### config.mk
export PLATFORM = sky130hd
export DESIGN_NAME = arb_mux
export DESIGN_NICKNAME = d
export VERILOG_FILES = /design/src/rtl/mux_pkg.sv /design/src/rtl/rr_pick.sv /design/src/rtl/arb_mux.sv
export SDC_FILE = /design/constraint.sdc
export NUM_CORES = 1
export LEC_CHECK = 0
export ABC_CLOCK_PERIOD_IN_PS = 6800
export BUFFER_PORTS_ARGS = -buffer_cell sky130_fd_sc_hd__buf_4
export CAP_MARGIN = 10
export CORE_MARGIN = 2
export CORE_UTILIZATION = 54
export CTS_BUF_LIST = sky130_fd_sc_hd__clkbuf_4 sky130_fd_sc_hd__clkbuf_8
export DETAILED_ROUTE_END_ITERATION = 7
export PLACE_DENSITY = 0.88
export SLEW_MARGIN = 10
export SYNTH_ARGS = -nofsm -noshare
export SYNTH_HDL_FRONTEND = slang
export SYNTH_SLANG_ARGS = --single-unit
### constraint.sdc
create_clock -name clk -period 6.8 [get_ports clk]
set_clock_uncertainty 0.15 [all_clocks]
set_input_delay 1.36 -clock clk [delete_from_list [all_inputs] [get_ports clk]]
set_output_delay 1.36 -clock clk [all_outputs]
set_load 0.01 [all_outputs]
### src/rtl/mux_pkg.sv
// ============================================================================
// mux_pkg -- shared defaults and mode encodings for the arb_mux slice.
// Rev 1.0
// ============================================================================
`default_nettype none

package mux_pkg;

   localparam int DEF_WIDTH = 16;
   localparam int DEF_N_IN  = 4;

   typedef enum logic {
      MODE_FIXED = 1'b0,
      MODE_RR    = 1'b1
   } mode_e;

endpackage

`default_nettype wire

### src/rtl/rr_pick.sv
// ============================================================================
// rr_pick -- rotating-priority search: first set req bit at ptr, ptr+1, ...
// Rev 1.0
// ============================================================================
`default_nettype none

module rr_pick #(
   parameter int N     = 4,
   parameter int SEL_W = 2
) (
   input  logic [N-1:0]     req,
   input  logic [SEL_W-1:0] ptr,
   output logic             found,
   output logic [SEL_W-1:0] index
);

   localparam logic [SEL_W:0] C_N = (SEL_W+1)'(N);

   logic [SEL_W:0] w_pos;

   // ptr is always < N, so one conditional subtract wraps the candidate.
   always_comb begin
      found = 1'b0;
      index = '0;
      w_pos = '0;
      for (int k = 0; k < N; k++) begin
         w_pos = {1'b0, ptr} + (SEL_W+1)'(k);
         if (w_pos >= C_N) begin
            w_pos = w_pos - C_N;
         end
         if (!found && req[w_pos[SEL_W-1:0]]) begin
            found = 1'b1;
            index = w_pos[SEL_W-1:0];
         end
      end
   end

endmodule

`default_nettype wire

### src/rtl/arb_mux.sv
// ============================================================================
// arb_mux -- N-way arbitrating mux (fixed/round-robin) into a 1-entry register.
// Rev 1.0
// ============================================================================
`default_nettype none

module arb_mux
   import mux_pkg::*;
#(
   parameter  int WIDTH = DEF_WIDTH,
   parameter  int N_IN  = DEF_N_IN,
   localparam int SEL_W = $clog2(N_IN)
) (
   input  logic                  clk,
   input  logic                  rst,
   input  logic [N_IN*WIDTH-1:0] in_data,
   input  logic [N_IN-1:0]       in_valid,
   output logic [N_IN-1:0]       in_ready,
   input  logic                  mode,
   input  logic [SEL_W-1:0]      sel,
   output logic [WIDTH-1:0]      out_data,
   output logic                  out_valid,
   input  logic                  out_ready,
   output logic [SEL_W-1:0]      out_src
);

   localparam logic [SEL_W:0]   C_N    = (SEL_W+1)'(N_IN);
   localparam logic [SEL_W-1:0] C_LAST = SEL_W'(N_IN - 1);

   logic [WIDTH-1:0] w_chan [N_IN];
   logic             w_load_en;
   logic             w_fix_found;
   logic             w_rr_found;
   logic [SEL_W-1:0] w_rr_idx;
   logic             w_found;
   logic [SEL_W-1:0] w_idx;

   logic             r_valid;
   logic [WIDTH-1:0] r_data;
   logic [SEL_W-1:0] r_src;
   logic [SEL_W-1:0] r_ptr;

   for (genvar i = 0; i < N_IN; i++) begin : g_unpack
      assign w_chan[i] = in_data[i*WIDTH +: WIDTH];
   end

   rr_pick #(
      .N     (N_IN),
      .SEL_W (SEL_W)
   ) u_rr_pick (
      .req   (in_valid),
      .ptr   (r_ptr),
      .found (w_rr_found),
      .index (w_rr_idx)
   );

   assign w_load_en   = !r_valid || out_ready;
   assign w_fix_found = ({1'b0, sel} < C_N) && in_valid[sel];

   always_comb begin
      w_found = w_fix_found;
      w_idx   = sel;
      if (mode == MODE_RR) begin
         w_found = w_rr_found;
         w_idx   = w_rr_idx;
      end
   end

   // Strobes are masked during reset so no input transfer can count then.
   always_comb begin
      in_ready = '0;
      if (!rst && w_load_en && w_found) begin
         in_ready[w_idx] = 1'b1;
      end
   end

   always_ff @(posedge clk or posedge rst) begin
      if (rst) begin
         r_valid <= 1'b0;
         r_data  <= '0;
         r_src   <= '0;
         r_ptr   <= '0;
      end else if (w_load_en) begin
         r_valid <= w_found;
         if (w_found) begin
            r_data <= w_chan[w_idx];
            r_src  <= w_idx;
         end
         if (w_found && mode == MODE_RR) begin
            r_ptr <= (w_idx == C_LAST) ? '0 : w_idx + 1'b1;
         end
      end
   end

   assign out_valid = r_valid;
   assign out_data  = r_data;
   assign out_src   = r_src;

endmodule

`default_nettype wire

==> impl_metrics.yaml <==
run_status:
  status: "completed"
route:
  drc: 0
  postRouteAntennaNets: 0
  drt_iter0_drc: 240
  vias: 2541
  wire_per_inst_um: 18.6
  vias_per_cell: 6.57
  dr.pass1.iters: 5
  wl_um: 7180
clock_tree:
  cts_made_buffers: 3
  cts_hold_buf: 0
  cts.sinks: 21
  path_clk_slew_ns: 0.08
  cts_repair_resize_count: 0
  clockRootBuffer: "clkbuf_8"
  cts_setup_buffers: 0
  cts_tree: "built"
  clk_latency_ns: 0.27
  h-tree-depth: 1
  cts_buffer_depth: 2
yosys:
  netlist_area_mm2: 0.00235
  avgSynthCellArea_um2: 8.99
  synth-main-ff-cell: "dfrtp_1"
  synthesis.nets: 336
  synth-seq-cells: 21
  ys.warnings.count: 0
  syn_inst: 261
  synth_seq_area_share: 0.224
  synth.distinct_cells: 42
  async_reset_ff_frac: 1.00
  synth_edf_count: 0
worst_setup_path:
  crit_type: "in2out"
  start_kind: "input pin"
  crit_fanout: 17
  crit_path_end_kind: "output pin"
  critPathArrivalTime_ns: 3.41
  required_ns: 5.29
sta:
  period_minus_slack_ns: 4.92
  finalCritPeriodShare: 0.724
  fmax_mhz: 203
  fin_ws_ns: 1.88
  holdWs_ns: 0.413
  report.final.slew_viol_count: 0
  setup_viol: 0
  tightest_slew_ns: 1.15
  tns_ns: 0
  slew_headroom: 0.228
  rsz0062_at_grt: "no"
  hold_violations: 0
layout:
  nets: 413
  nFillCells: 303
  seq_area_um2: 526
  num_antenna_cells: 0
  design_area_mm2: 0.00305
  drive_gt1_frac: 0.401
  multiInputGateArea_mm2: 0.00167
  area_growth_pct: 30.1
  finalNonFillerCells: 387
placed_design:
  io_buffer_count: 96
  gp_congestion: 0.870
  dp_worst_setup_slack_ns: 1.96
  placed_cell_area_mm2: 0.00301
  dp_cells: 383
  place_hpwl_um: 5040
flow_run:
  maxCapViolCount: 0
hold_path:
  hp-class: "reg2reg"
global_route:
  antenna_found_initial: 0
  grt_pass1_wl_um: 12100
  grt_pass1_vias: 2513
  grt_max_degree: 50
  busiest_layer: "met2"
  use_met2: 0.509
  use_met3: 0.0491
  grt_overflow: 0
  grtUsageTotal: 0.299
  met1_usage: 0.401
power_and_ir_drop:
  ir_drop_uv: 150
  leakagePower_nw: 1.41
  pwr_density_cell_mw_per_mm2: 235
  power.share.sequential: 0.280
  pwr-share-comb: 0.596
  swShare: 0.424
  p_int_uw: 413
  p_clk_frac: 0.124
  switching_power_uw: 304
floorplan:
  die_h_um: 69.9
  core_mm2: 0.00409
  initial_core_util: 0.574
  pin_count: 97
  dieArea_mm2: 0.00489
  fp.dieW_um: 69.9
  fp-row-count: 23
## flip-flops by register name, summed over array words and instances (netlist names)
signal	flops
out_src	2
out_valid	1
r_ptr	2
out_data	16
## final timing paths
path,startpoint,to,slack (ns),depth (start not counted)
worst min register to register,out_valid,out_valid,0.41,2
worst max register to register,r_ptr[1],out_data[5],3.78,5
min in group asynchronous,rst,r_ptr[0],1.14,2
worst min-delay path,out_valid,out_valid,0.41,2
worst max-delay path,in_valid[0],in_ready[3],1.88,9
max in group asynchronous,rst,out_data[3],4.81,2
## layout make-up
type | count | area share
repair buffers | 97 | 0.238
clock inverters | 1 | 0.00164
inverters | 6 | 0.00737
flip-flops and latches | 21 | 0.172
well taps | 50 | 0.0205
clock buffers | 3 | 0.0135
multi-input cells | 209 | 0.546
## through the flow
stage | util | total power [mW]
after floorplan | - | 0.478
after global placement | 0.736 | 0.612
after detailed placement | 0.736 | 0.625
after CTS | 0.747 | 0.713
after global routing | 0.747 | 0.759
final | 0.747 | 0.717
## power groups by stage
stage | Sequential [mW] | Combinational [mW] | Clock, mW
6_report | 0.201 | 0.428 | 0.0890
5_1_grt | 0.206 | 0.461 | 0.0921
4_1_cts | 0.199 | 0.426 | 0.0880
3_5_place_dp | 0.201 | 0.424 | 0
3_3_place_gp | 0.198 | 0.414 | 0
2_1_floorplan | 0.213 | 0.265 | 0
## worst max-delay path: stages
cell and delay (ns):
buf_4 0.12, nand2_1 0.07, nor2_1 0.80, nor3_1 0.19, mux2i_1 0.30, inv_1 0.10, ha_1 0.20, and2_1 0.14
buf_4 0.14
## per-layer routing
metal  up-vias  part of all wire  routed length, um
li1       1180                 -                  -
met1      1197              0.42               3050
met2       154              0.48               3410
met4         0            0.0090                 65
met5         -                 0                  0
met3        10             0.091                651
## cell families after synthesis
family | after synthesis | share of synthesized area
mux | 52 | 0.228
flops | 21 | 0.224
buf+inv | 31 | 0.0650
compound gates | 77 | 0.292
fa+ha+maj | 1 | 0.00533
simple gates | 79 | 0.186
## synth_stat cells, drive strengths merged, types with 3 or more instances
cell type | instances | share of area
mux2i | 49 | 0.21
nand2 | 22 | 0.036
dfrtp | 21 | 0.22
nor2b | 17 | 0.045
a211oi | 16 | 0.051
o31ai | 16 | 0.051
a221oi | 15 | 0.083
a31o | 15 | 0.056
buf | 15 | 0.039
nand4 | 15 | 0.040
clkbuf | 10 | 0.016
nor2 | 8 | 0.018
a21oi | 7 | 0.018
inv | 6 | 0.0096
nand2b | 5 | 0.013
and3 | 4 | 0.013
nor3 | 3 | 0.0064
## placed cells by master (no fill, tap or decap), drive strengths merged
cell type and count:
nor2b 17, nand3b 1, nand2b 5, ha 1, a221o 1, nand2 22, nor3 3, buf 97
a21oi 7, clkbuf 3, dfrtp 21, a31o 15, o41ai 1, mux4 1, o311a 1, o2111a 1
mux2i 49, nand4 15, clkinv 1, nor2 8, a221oi 15, o32ai 1, a211oi 16, a21o 1
o311ai 1, o21ai 1, and2 2, and3 4, nand3 1, o31ai 16, inv 6, mux2 2
nor4 1
Power figures use the tool's default switching activity.
